--- config.mk ---
export PLATFORM = sky130hd
export DESIGN_NAME = ultrasound_time_cnt
export DESIGN_NICKNAME = d
export VERILOG_FILES = /design/src/rtl/ultrasound_time_pkg.sv /design/src/rtl/ultrasound_time_cnt_mod_idx_divider.sv /design/src/rtl/ultrasound_time_cnt.sv
export SDC_FILE = /design/constraint.sdc
export NUM_CORES = 1
export LEC_CHECK = 0
export BUFFER_PORTS_ARGS = -buffer_cell sky130_fd_sc_hd__buf_2
export CAP_MARGIN = 20
export CELL_PAD_IN_SITES_DETAIL_PLACEMENT = 0
export CELL_PAD_IN_SITES_GLOBAL_PLACEMENT = 2
export CORE_ASPECT_RATIO = 2
export CORE_UTILIZATION = 32
export CTS_CLUSTER_SIZE = 28
export DETAILED_ROUTE_END_ITERATION = 7
export PLACE_DENSITY = 0.76
export SLEW_MARGIN = 20
export SYNTH_ARGS = -nofsm -noshare
export SYNTH_HDL_FRONTEND = slang
export SYNTH_SLANG_ARGS = --single-unit
--- constraint.sdc ---
create_clock -name CLK -period 3.95 [get_ports CLK]
set_input_delay 0.9875 -clock CLK [delete_from_list [all_inputs] [get_ports CLK]]
set_output_delay 0.9875 -clock CLK [all_outputs]
set_load 0.1 [all_outputs]
--- src/rtl/ultrasound_time_pkg.sv ---
// Shared types and constants for the ultrasound time counter.
// ULTRASOUND_JUMP_STAT_EN enables the JUMP_CNT statistics counter.
package ultrasound_time_pkg;

  typedef enum logic [1:0] {
    WAIT_LOCK = 2'd0,
    ALIGN     = 2'd1,
    RUN       = 2'd2
  } state_e;

  localparam int CYCLE_BITS_DEF = 9;
  localparam int MOD_DIV_W      = 16;
  localparam int MOD_IDX_W      = 16;

  function automatic logic [MOD_DIV_W-1:0] div_floor1(
    input logic [MOD_DIV_W-1:0] d
  );
    return (d == '0) ? MOD_DIV_W'(1) : d;
  endfunction

endpackage

--- src/rtl/ultrasound_time_cnt_mod_idx_divider.sv ---
// Divides ultrasound period starts down to modulation index steps.
// A new divider ratio is only adopted on a step boundary.
import ultrasound_time_pkg::*;

module mod_idx_divider (
  input  logic                 clk,
  input  logic                 rst_n,
  input  logic                 init_i,
  input  logic                 clr_i,
  input  logic                 step_i,
  input  logic [MOD_DIV_W-1:0] mod_div_i,
  output logic [MOD_IDX_W-1:0] mod_idx_o
);

  logic [MOD_DIV_W-1:0] cnt_q;
  logic [MOD_DIV_W-1:0] lat_q;
  logic [MOD_IDX_W-1:0] idx_q;

  always_ff @(posedge clk or negedge rst_n) begin
    if (!rst_n) begin
      cnt_q <= '0;
      lat_q <= MOD_DIV_W'(1);
      idx_q <= '0;
    end else if (init_i) begin
      cnt_q <= '0;
      lat_q <= div_floor1(mod_div_i);
      idx_q <= '0;
    end else if (clr_i) begin
      cnt_q <= '0;
      idx_q <= '0;
    end else if (step_i) begin
      if (cnt_q == lat_q - MOD_DIV_W'(1)) begin
        cnt_q <= '0;
        idx_q <= idx_q + MOD_IDX_W'(1);
        lat_q <= div_floor1(mod_div_i);
      end else begin
        cnt_q <= cnt_q + MOD_DIV_W'(1);
      end
    end
  end

  assign mod_idx_o = idx_q;

endmodule

--- src/rtl/ultrasound_time_cnt.sv ---
// Ultrasound phase counter locked to system time, with jump detection.
// ULTRASOUND_JUMP_STAT_EN adds the saturating JUMP_CNT statistic.
import ultrasound_time_pkg::*;

module ultrasound_time_cnt #(
  parameter int CYCLE_BITS = CYCLE_BITS_DEF
) (
  input  logic                  CLK,
  input  logic                  RESETN,
  input  logic                  LOCKED,
  input  logic [63:0]           SYS_TIME,
  input  logic [MOD_DIV_W-1:0]  MOD_DIV,
  input  logic                  CLR_STAT,
  output logic [CYCLE_BITS-1:0] TIME_CNT,
  output logic                  UPDATE,
  output logic [MOD_IDX_W-1:0]  MOD_IDX,
  output logic                  RUNNING,
  output logic                  JUMP,
  output logic [15:0]           JUMP_CNT
);

  state_e                state_q;
  logic [63:0]           prev_q;
  logic [CYCLE_BITS-1:0] tcnt_q;
  logic                  upd_q;
  logic                  run_q;
  logic                  jump_q;

  logic [CYCLE_BITS-1:0] low;
  logic                  seq_ok;
  logic                  in_run;
  logic                  jump_ev;
  logic                  step;
  logic                  init;
  logic                  clr;

  always_comb begin
    low     = SYS_TIME[CYCLE_BITS-1:0];
    seq_ok  = (SYS_TIME == prev_q + 64'd1);
    in_run  = (state_q == RUN) && LOCKED;
    jump_ev = in_run && !seq_ok;
    step    = in_run && seq_ok && (low == '0);
    init    = (state_q == ALIGN) && LOCKED;
    clr     = !LOCKED || jump_ev;
  end

  always_ff @(posedge CLK or negedge RESETN) begin
    if (!RESETN) begin
      state_q <= WAIT_LOCK;
      prev_q  <= '0;
      tcnt_q  <= '0;
      upd_q   <= 1'b0;
      run_q   <= 1'b0;
      jump_q  <= 1'b0;
    end else if (!LOCKED) begin
      state_q <= WAIT_LOCK;
      prev_q  <= '0;
      tcnt_q  <= '0;
      upd_q   <= 1'b0;
      run_q   <= 1'b0;
      jump_q  <= 1'b0;
    end else begin
      unique case (state_q)
        WAIT_LOCK: begin
          state_q <= ALIGN;
          tcnt_q  <= '0;
          upd_q   <= 1'b0;
          run_q   <= 1'b0;
          jump_q  <= 1'b0;
        end
        ALIGN: begin
          state_q <= RUN;
          prev_q  <= SYS_TIME;
          tcnt_q  <= low;
          upd_q   <= 1'b0;
          run_q   <= 1'b1;
          jump_q  <= 1'b0;
        end
        RUN: begin
          prev_q  <= SYS_TIME;
          tcnt_q  <= low;
          upd_q   <= step;
          run_q   <= 1'b1;
          jump_q  <= jump_ev;
        end
        default: begin
          state_q <= WAIT_LOCK;
        end
      endcase
    end
  end

  mod_idx_divider u_div (
    .clk       (CLK),
    .rst_n     (RESETN),
    .init_i    (init),
    .clr_i     (clr),
    .step_i    (step),
    .mod_div_i (MOD_DIV),
    .mod_idx_o (MOD_IDX)
  );

  assign TIME_CNT = tcnt_q;
  assign UPDATE   = upd_q;
  assign RUNNING  = run_q;
  assign JUMP     = jump_q;

`ifdef ULTRASOUND_JUMP_STAT_EN
  logic [15:0] jcnt_q;

  // Survives loss of lock; only reset or CLR_STAT clears it.
  always_ff @(posedge CLK or negedge RESETN) begin
    if (!RESETN) begin
      jcnt_q <= '0;
    end else if (jump_ev) begin
      if (CLR_STAT) begin
        jcnt_q <= 16'd1;
      end else if (jcnt_q != 16'hFFFF) begin
        jcnt_q <= jcnt_q + 16'd1;
      end
    end else if (CLR_STAT) begin
      jcnt_q <= '0;
    end
  end

  assign JUMP_CNT = jcnt_q;
`else
  logic unused_clr;
  assign unused_clr = CLR_STAT;
  assign JUMP_CNT   = '0;
`endif

endmodule

Word-level counts from Yosys, hierarchy flattened --
Index checks and enable logic that the tools add are counted.
Cells by class: $add $sub $neg 4, equality and inequality tests 9, multiplexer cells 25, reduce and logical (&&, ||, !) cells 19
Operator list (number):
- two-way mux 16 bit | 13
- two-way mux 64 bit | 2
- adder 64 x 1 -> 64 bit (second input constant) | 1
- equality test 64 bit | 1
- adder 16 x 1 -> 16 bit (second input constant) | 2
- case mux 9 bit (2 select lines) | 1
- equality test 16 bit | 1
- zero test 16 bit | 1
- subtractor 16 x 1 -> 16 bit (second input constant) | 1
- zero test 9 bit | 1
- two-way mux 9 bit | 1
- != test 2 bit (second input constant) | 3
- != test 3 x 2 -> 1 bit (second input constant) | 2
- case mux 1 bit (2 select lines) | 3
- case mux 2 bit (3 select lines) | 1
- nonzero test 3 bit | 2
- logical AND 1 bit | 5
- nonzero test 2 bit | 2
- OR reduction 2 bit | 2
- two-way mux 1 bit | 3
- AND reduction 3 bit | 1
- equality test 2 x 1 -> 1 bit (second input constant) | 1
- equality test 2 bit (second input constant) | 1
- zero test 1 bit | 2
- 4 further kinds | 4
Storage, ports and cells: register bits 126, input port bits 84, output and inout bits 44, logic and storage cells 66

Longest topological paths before layout --
Gate-level depths: netlist of the first run.
depth in word-level cells 7, mapped depth 13

Modules after synthesis --
From an unflattened synthesis of the first run, not the netlist that was laid out.
Second synthesis, totals: cells, all modules 972, area, all modules 8957.3 um^2
By module, submodules not included:
- ultrasound_time_cnt | instances 1, cells an instance 660, area each 5939.4 um^2
- mod_idx_divider | instances 1, cells an instance 312, area each 3017.9 um^2

Worst setup path before layout of the first run --
No wires, ideal clock.
path type reg-to-reg, start reg prev_q[12], end reg u_div.idx_q[5] (netlist: u_div.mod_idx_o[5]), setup time 0.101 ns, arrival 3.672 ns, data required time 3.849 ns, slack 0.177 ns, cell stages (with the launch flop) 14, buffers on the path 3, path through dfrtp_1 > buf_2 > nand4_4 > or4_1 > buf_2 > or4_4 > nor4_2 > a21oi_1 > nor4_2 > nand3_1 > or4_1 > buf_2 > mux2i_1 > nor4_1
On the way: word-level cells in the longest chain between the ends 7, elaborated cells on any way between the ends 12, those cells by class add/sub (1); eq/ne (1); mux (2); reduce/logical (8)
RTL lines:
- start: declaration | line ultrasound_time_cnt.sv:23 | logic [63:0] prev_q;
- start signal: assignment | line ultrasound_time_cnt.sv:50 | prev_q <= '0;
- start signal: assignment | line ultrasound_time_cnt.sv:57 | prev_q <= '0;
- start signal: assignment | line ultrasound_time_cnt.sv:73 | prev_q <= SYS_TIME;
- adder 64 x 1 -> 64 bit * | line ultrasound_time_cnt.sv:39 | seq_ok = (SYS_TIME == prev_q + 64'd1);
- equality test 64 bit * | line ultrasound_time_cnt.sv:39
- zero test 1 bit | line ultrasound_time_cnt.sv:41 | jump_ev = in_run && !seq_ok;
- logical AND 1 bit | line ultrasound_time_cnt.sv:41
- logical OR 1 bit | line ultrasound_time_cnt.sv:44 | clr = !LOCKED || jump_ev;
- nonzero test 3 bit (no source line) or two-way mux 16 bit (tied branches)
- AND reduction 2 bit (no source line) or two-way mux 16 bit (tied branches)
- end signal: assignment | line ultrasound_time_cnt_mod_idx_divider.sv:34 | idx_q <= idx_q + MOD_IDX_W'(1);
- end: declaration | line ultrasound_time_cnt_mod_idx_divider.sv:17 | logic [MOD_IDX_W-1:0] idx_q;
Mark *: on every way between the ends. The rest lies on a longest branch, timed or not. A chain may end at the register's enable or synchronous reset.

Final worst setup path of the first run --
start reg prev_q[32], end reg u_div.lat_q[1]
On the way: word-level cells in the longest chain between the ends 7, elaborated cells on any way between the ends 10, those cells by class add/sub (1); eq/ne (2); reduce/logical (7)
RTL lines:
- adder 64 x 1 -> 64 bit * | line ultrasound_time_cnt.sv:39
- equality test 64 bit * | line ultrasound_time_cnt.sv:39
- zero test 1 bit | line ultrasound_time_cnt.sv:41
- logical AND 1 bit | line ultrasound_time_cnt.sv:41
- logical OR 1 bit | line ultrasound_time_cnt.sv:44
- != test 2 bit (no source line)
- AND reduction 3 bit (no source line) *
- end signal: assignment | line ultrasound_time_cnt_mod_idx_divider.sv:26 | lat_q <= div_floor1(mod_div_i);
- end signal: assignment | line ultrasound_time_cnt_mod_idx_divider.sv:35 | lat_q <= div_floor1(mod_div_i);
- end: declaration | line ultrasound_time_cnt_mod_idx_divider.sv:16 | logic [MOD_DIV_W-1:0] lat_q;
Marks and branches as above.

==> results of run 1 <==
-- layer usage --
metal,vias to the layer above,part of all wire [%]
li1,4274,-
met3,80,2.5
met5,-,0
met4,0,5.4
met1,4243,33
met2,175,59
-- cell families (layout without fill, tap and decap cells) --
logic type	after synthesis	after routing
compound gates	148	149
xor+xnor	114	114
fa+ha+maj	8	8
buf+inv	99	319
flops	126	126
mux	84	84
other cells	1	16
simple gates	482	482
-- area by class of cell --
| type | count | share of cell area [%] |
|---|---|---|
| Multi-Input combinational cell | 853 | 50.4 |
| Sequential cell | 126 | 26.0 |
| Timing Repair Buffer | 254 | 13.9 |
| Clock buffer | 20 | 3.85 |
| Tap cell | 360 | 3.71 |
| Clock inverter | 12 | 1.11 |
| Inverter | 33 | 1.02 |
-- cells in the mapped netlist, types with 4 or more instances --
cell | n | area share, %
a211oi_1 | 6 | 0.48
or2_2 | 5 | 0.33
buf_2 | 11 | 0.59
mux2_1 | 15 | 1.8
o21ai_1 | 8 | 0.43
a31oi_1 | 14 | 0.94
nand2_1 | 73 | 2.9
or4_1 | 19 | 1.5
a21boi_0 | 18 | 1.4
a21oi_1 | 17 | 0.91
nor2_1 | 50 | 2.0
dfrtp_1 | 125 | 33
or3_1 | 11 | 0.74
buf_4 | 16 | 1.3
nor3_1 | 33 | 1.8
nor4b_1 | 7 | 0.66
nand4b_1 | 4 | 0.37
nor4_1 | 32 | 2.1
ha_1 | 8 | 1.1
nand2b_1 | 13 | 0.87
xnor2_1 | 73 | 6.8
nand3_1 | 49 | 2.6
buf_1 | 6 | 0.24
xor2_1 | 41 | 3.8
mux2i_1 | 67 | 7.2
nor2b_1 | 66 | 4.4
and4_1 | 11 | 1.0
inv_1 | 33 | 1.3
nand4_1 | 46 | 3.1
clkbuf_1 | 31 | 1.2
and3_1 | 23 | 1.5
nand3b_1 | 4 | 0.32
o21ai_0 | 37 | 2.0
nor4_2 | 5 | 0.67
and2_1 | 15 | 1.0
a21o_1 | 7 | 0.56
-- through the flow --
step | instance area, sq um | total power [W] | hold slack [ns] | utilization [%] | std cells
after detailed placement | 11100 | 0.00333 | 0.512 | 38.4 | 1607
after CTS | 11700 | 0.00498 | 0.526 | 40.6 | 1639
after floorplan | 9410 | 0.00275 | 0.486 | - | 1077
final | 12100 | 0.00502 | 0.532 | 42.1 | 1658
after global placement | 11100 | 0.00331 | 0.509 | 38.4 | 1607
after global routing | 12100 | 0.00529 | 0.565 | 42.1 | 1658
-- tightest hold or removal path, stage by stage (launching register included) --
cell and delay, ns:
dfrtp_1 0.37, nand2_1 0.05, a21boi_0 0.07
-- timing repair --
item | CTS | global route
setup buffers | 0 | 18
cloned | 0 | 1
pin swaps | 0 | 21
hold endpoints to repair | 0 | 0
endpoints found under the setup margin | 43 | 47
resized for setup | 5 | 65
-- state kept, by name, indices dropped and copies added, names as in the netlist --
name             count
JUMP                 1
RUNNING              1
TIME_CNT             9
UPDATE               1
prev_q              64
state_q              2
u_div.cnt_q         16
u_div.lat_q         16
u_div.mod_idx_o     16
-- worst max path at each step --
stage | from | end | slack (ns) | cells after the start
2_1_floorplan | prev_q[12] | u_div.mod_idx_o[5] | 0.18 | 13
3_3_place_gp | SYS_TIME[18] | u_div.lat_q[15] | -0.14 | 11
3_5_place_dp | SYS_TIME[18] | u_div.lat_q[6] | -0.18 | 11
4_1_cts | prev_q[6] | u_div.mod_idx_o[5] | 0.004 | 15
5_1_grt | prev_q[46] | u_div.lat_q[8] | -0.05 | 13
6_report | prev_q[32] | u_div.lat_q[1] | 0.08 | 13
-- where the power goes --
| part | leakage (nW) | total [W] | internal (W) | switching [W] |
|---|---|---|---|---|
| clock | 0.285 | 0.00162 | 0.000981 | 0.000639 |
| sequential | 1.68 | 0.00170 | 0.00147 | 0.000231 |
| combinational | 3.26 | 0.00170 | 0.000749 | 0.000953 |
| total | 5.22 | 0.00502 | 0.00320 | 0.00182 |
==> flow_metrics.py, run 1 <==
metrics = {
    "floorplan": {
        "start_util_pct": 32.4,
        "die_area_sq_mm": 0.0300,
        "pin_count": 128,
        "die_h_um": 244,
        "core_area_sq_mm": 0.0288,
        "row_count": 88,
        "die_x_um": 123,
    },
    "global_route": {
        "grt_pass1_wl_mm": 50.0,
        "grt_usage_pct": 22.6,
        "met1_usage_pct": 20.5,
        "grt_pass1_vias": 9127,
        "grt_overflow": 0,
        "antenna_found_initial": 0,
        "use_met2_pct": 44.8,
        "busiest_layer": "met2",
        "use_met3_pct": 3.39,
        "grt_max_degree": 83,
    },
    "final_layout": {
        "drive_gt1_share_pct": 28.1,
        "fillerInstances": 2994,
        "layout.nets": 1377,
        "final_common_cell": "buf_4",
        "seq_area_sq_mm": 0.00316,
        "final_cell_mix": "buf_4, dfrtp_1, buf_2, nand2_1, xnor2_1",
        "areaGrowthSynthToFinish_pct": 29.6,
        "multiInputGateArea_sq_mm": 0.00611,
        "n_antenna_cell": 0,
    },
    "synthesis": {
        "synth_compound_gate_area_share_pct": 10.4,
        "syn_inst": 1062,
        "synth_seq_cells": 126,
        "synth_xor_area_share_pct": 10.7,
        "synthAdderAreaFrac_pct": 1.07,
        "ys_seq_area_share_pct": 33.7,
        "synth_mux_area_share_pct": 9.21,
        "synthFlopType": "dfrtp_1",
        "synth_edf_count": 0,
        "synth_top_family_by_area": "simple AND/OR/NAND/NOR gates",
        "synth.avg_cell_area_sq_um": 8.81,
        "synth-simple-area-share_pct": 30.1,
        "postSynth.asyncResetShare_pct": 100,
        "syn_area_sq_mm": 0.00936,
        "yosys_warnings": 0,
        "synth_cell_types": 76,
    },
    "worst_setup_path": {
        "critPathLaunchType": "register",
        "crit_family": "simple AND/OR/NAND/NOR gates",
        "worst-r2r-cell-count": 13,
        "cp.arrival_ns": 4.19,
        "regToRegEndpoint": "u_div.lat_q[1]",
        "cp.required_ns": 4.27,
        "path_buf_inv": 3,
        "critPathSlowestCell": "or4_1",
        "cp-end-kind": "register",
        "critical_path_class": "reg2reg",
        "worstPathMaxFanout": 8,
        "reg2reg_from": "prev_q[32]",
        "path_cells": "nand4_2, buf_4, or4_1, nor4_4, buf_4, mux2i_1, o211ai_1, nand3b_1, or4_4, nor4_4, buf_4, a21oi_4, mux2_4",
        "slowest_delay_ns": 0.57,
        "reg2reg_slack_ns": 0.08,
        "path_common_cell": "buf_4",
    },
    "clock_network": {
        "clkLatencyLatePin_ns": 0.44,
        "cts-hold-fix-buffers": 0,
        "root_buffer": "clkbuf_16",
        "htree_levels": 4,
        "clk_path_buf_depth": 2,
        "clock_sinks": 126,
        "cts_buffers": 17,
        "cts_tree": "built",
        "clk_pin_slew_ns": 0.06,
    },
    "detailed_routing": {
        "drtIter0Drc": 322,
        "firstDrtPassIters": 4,
        "drtAntennaViolNets": 0,
        "wirelength_mm": 32.9,
        "drt_drc_violations_left": 0,
        "avgViaCountPerCell": 5.29,
        "post_drt_wl_per_cell_um": 19.8,
        "vias": 8772,
    },
    "power": {
        "cellPowerDensity_mw_per_mm2": 414,
        "max-vdd-ir-drop_mv": 0.327,
        "p_leak_nw": 5.22,
    },
    "placed_design": {
        "gp_congestion": 0.907,
        "hpwl_mm": 26.2,
        "port_buffers": 110,
        "pre_cts_ws_ns": -0.176,
    },
    "min_path": {
        "hold_depth": 2,
        "hp-class": "reg2reg",
        "hold_start": "TIME_CNT[6]",
        "min_to": "TIME_CNT[6]",
    },
    "sta": {
        "period_needed_ns": 3.87,
        "post-route-period-util_pct": 97.9,
        "hold_violations": 0,
        "slew_headroom_pct": 47.1,
        "worst_slack_ns": 0.0827,
        "worst_slew_pin_slew_ns": 0.783,
        "finClkSkew_ns": 0.00730,
        "rsz0062_at_grt": "yes",
        "clock.fmax_mhz": 259,
        "finalSetupViolations": 0,
        "setup_tns_ns": 0,
        "maxSlewViolCount": 0,
    },
    "run_status": {
        "outcome": "finished clean",
    },
    "run": {
        "maxCapViolCount": 0,
    },
}
No activity file was read; power rests on OpenSTA's default activity.
==> run 2, diff against run 1 <==
Settings changed: CORE_ASPECT_RATIO 2 to not set.
==> run 2 against run 1 <==
Against the previous run:
- final cell count decreased by 0.18%
- clock skew increased by 0.0039 ns
- via count decreased by 2.0%
- register-to-register slack improved by 0.06 ns
- setup slack improved by 0.058 ns
- largest cell class unchanged
- largest power group is now the clock network
==> flow_metrics.py, run 2 (synthesized netlist as in run 1, its figures left out) <==
metrics = {
    "worst_setup_path": {
        "worstPathMaxFanout": 5,
        "cp-end-kind": "register",
        "regToRegEndpoint": "u_div.mod_idx_o[7]",
        "worst-r2r-cell-count": 11,
        "cp.required_ns": 4.28,
        "critPathLaunchType": "register",
        "reg2reg_slack_ns": 0.14,
        "reg2reg_from": "prev_q[1]",
        "critical_path_class": "reg2reg",
        "cp.arrival_ns": 4.14,
    },
    "sta": {
        "maxSlewViolCount": 0,
        "rsz0062_at_grt": "yes",
        "hold_violations": 0,
        "clock.fmax_mhz": 262,
        "setup_tns_ns": 0,
        "period_needed_ns": 3.81,
        "finalSetupViolations": 0,
        "post-route-period-util_pct": 96.4,
        "worst_slew_pin_slew_ns": 0.825,
        "finClkSkew_ns": 0.0112,
        "slew_headroom_pct": 45.0,
        "worst_slack_ns": 0.140,
    },
    "clock_network": {
        "cts_tree": "built",
        "cts_buffers": 17,
        "clock_sinks": 126,
        "root_buffer": "clkbuf_16",
        "clk_path_buf_depth": 2,
        "clkLatencyLatePin_ns": 0.43,
        "clk_pin_slew_ns": 0.07,
        "htree_levels": 4,
    },
    "min_path": {
        "hold_start": "u_div.lat_q[0]",
        "hp-class": "reg2reg",
        "hold_depth": 2,
        "min_to": "u_div.lat_q[0]",
    },
    "detailed_routing": {
        "drtAntennaViolNets": 0,
        "post_drt_wl_per_cell_um": 17.4,
        "drtIter0Drc": 514,
        "firstDrtPassIters": 5,
        "drt_drc_violations_left": 0,
        "wirelength_mm": 28.8,
        "avgViaCountPerCell": 5.20,
        "vias": 8599,
    },
    "global_route": {
        "grt_max_degree": 83,
        "grt_pass1_wl_mm": 46.1,
        "grt_overflow": 0,
        "grt_usage_pct": 19.5,
        "antenna_found_initial": 0,
        "grt_pass1_vias": 8540,
    },
    "floorplan": {
        "core_area_sq_mm": 0.0287,
        "row_count": 62,
        "die_h_um": 173,
        "pin_count": 128,
        "die_area_sq_mm": 0.0299,
        "die_x_um": 173,
        "start_util_pct": 32.6,
    },
    "final_layout": {
        "n_antenna_cell": 0,
        "final_cell_mix": "dfrtp_1, buf_4, buf_2, nand2_1, xnor2_1",
        "multiInputGateArea_sq_mm": 0.00597,
        "regMostFlops": "prev_q",
        "layout.nets": 1350,
        "drive_gt1_share_pct": 24.2,
        "final_common_cell": "dfrtp_1",
        "largest_register_ff_count": 64,
        "fin_area_sq_mm": 0.0118,
        "final_cells": 1655,
        "seq_area_sq_mm": 0.00316,
        "areaGrowthSynthToFinish_pct": 26.4,
        "fillerInstances": 2973,
    },
    "power": {
        "power_w": 0.00497,
        "cellPowerDensity_mw_per_mm2": 421,
        "max-vdd-ir-drop_mv": 0.326,
        "p_leak_nw": 4.98,
    },
    "run": {
        "maxCapViolCount": 0,
    },
    "placed_design": {
        "dp_cells": 1619,
        "place_area_sq_mm": 0.0110,
        "hpwl_mm": 22.1,
        "port_buffers": 110,
        "pre_cts_ws_ns": -0.142,
        "gp_congestion": 0.882,
    },
    "run_status": {
        "outcome": "finished clean",
    },
}
[run 2: changes by cell type in the layout (fill, tap and decap cells not counted), moves of 3 or more]
cell / change
clkinvlp_4: -3
nand3_1: +3
buf_4: -23
inv_6: +6
o21ai_0: +6
or4_4: -4
or4_1: +4
mux2_4: -15
o21ai_1: -4
nand3_2: -3
mux2_1: +15
[run 2: cell type report]
cell class | instances | area share [%]
clock inverter | 14 | 1.61
multi-input combinational | 852 | 50.5
clock buffer | 18 | 3.71
tap | 384 | 4.06
inverter | 33 | 1.05
sequential | 126 | 26.7
timing repair buffer | 228 | 12.4
[run 2: metrics by stage]
step / utilization [%] / hold WS, ns
floorplan: - / 0.486
global placement: 38.4 / 0.514
detailed placement: 38.4 / 0.520
CTS: 40.6 / 0.529
global route: 41.2 / 0.554
finish: 41.2 / 0.526
[run 2: worst max path at each step]
stage / cells past startpoint / endpoint / start
finish: 11 / u_div.mod_idx_o[7] / prev_q[1]
global route: 14 / u_div.mod_idx_o[7] / prev_q[7]
CTS: 11 / u_div.mod_idx_o[4] / prev_q[0]
detailed placement: 12 / u_div.lat_q[8] / SYS_TIME[18]
global placement: 12 / u_div.lat_q[7] / SYS_TIME[18]
floorplan: 13 / u_div.mod_idx_o[5] / prev_q[12]
[run 2: where the power goes]
part / total (W) / internal, W / switching (W)
combinational: 0.00154 / 0.000655 / 0.000888
clock: 0.00174 / 0.00104 / 0.000703
sequential: 0.00169 / 0.00147 / 0.000223
[run 2: worst max-delay path: stages, from the launching register on]
cell	delay [ns]
dfrtp_1	0.44
nand4_1	0.25
or4_4	0.60
nor4_2	0.29
buf_4	0.19
a31oi_1	0.10
nor3_2	0.16
nand4bb_1	0.18
or4_4	0.55
or4_4	0.58
mux2i_1	0.15
nor4_1	0.21
[run 2: repair_timing]
action	in CTS	in global routing
setup endpoints to repair	20	47
hold buffers	0	0
gates resized for setup	4	26
pin swaps	0	6
buffers inserted	0	4
hold endpoints to repair	0	0
[run 2: layer usage]
layer / GRT usage [%] / vias to the layer above / part of all wire [%]
li1: - / 4222 / -
met1: 26.9 / 4160 / 48
met2: 31.0 / 190 / 47
met3: 3.36 / 27 / 3.9
met4: 5.75 / 0 / 1.6
met5: 0 / - / 0
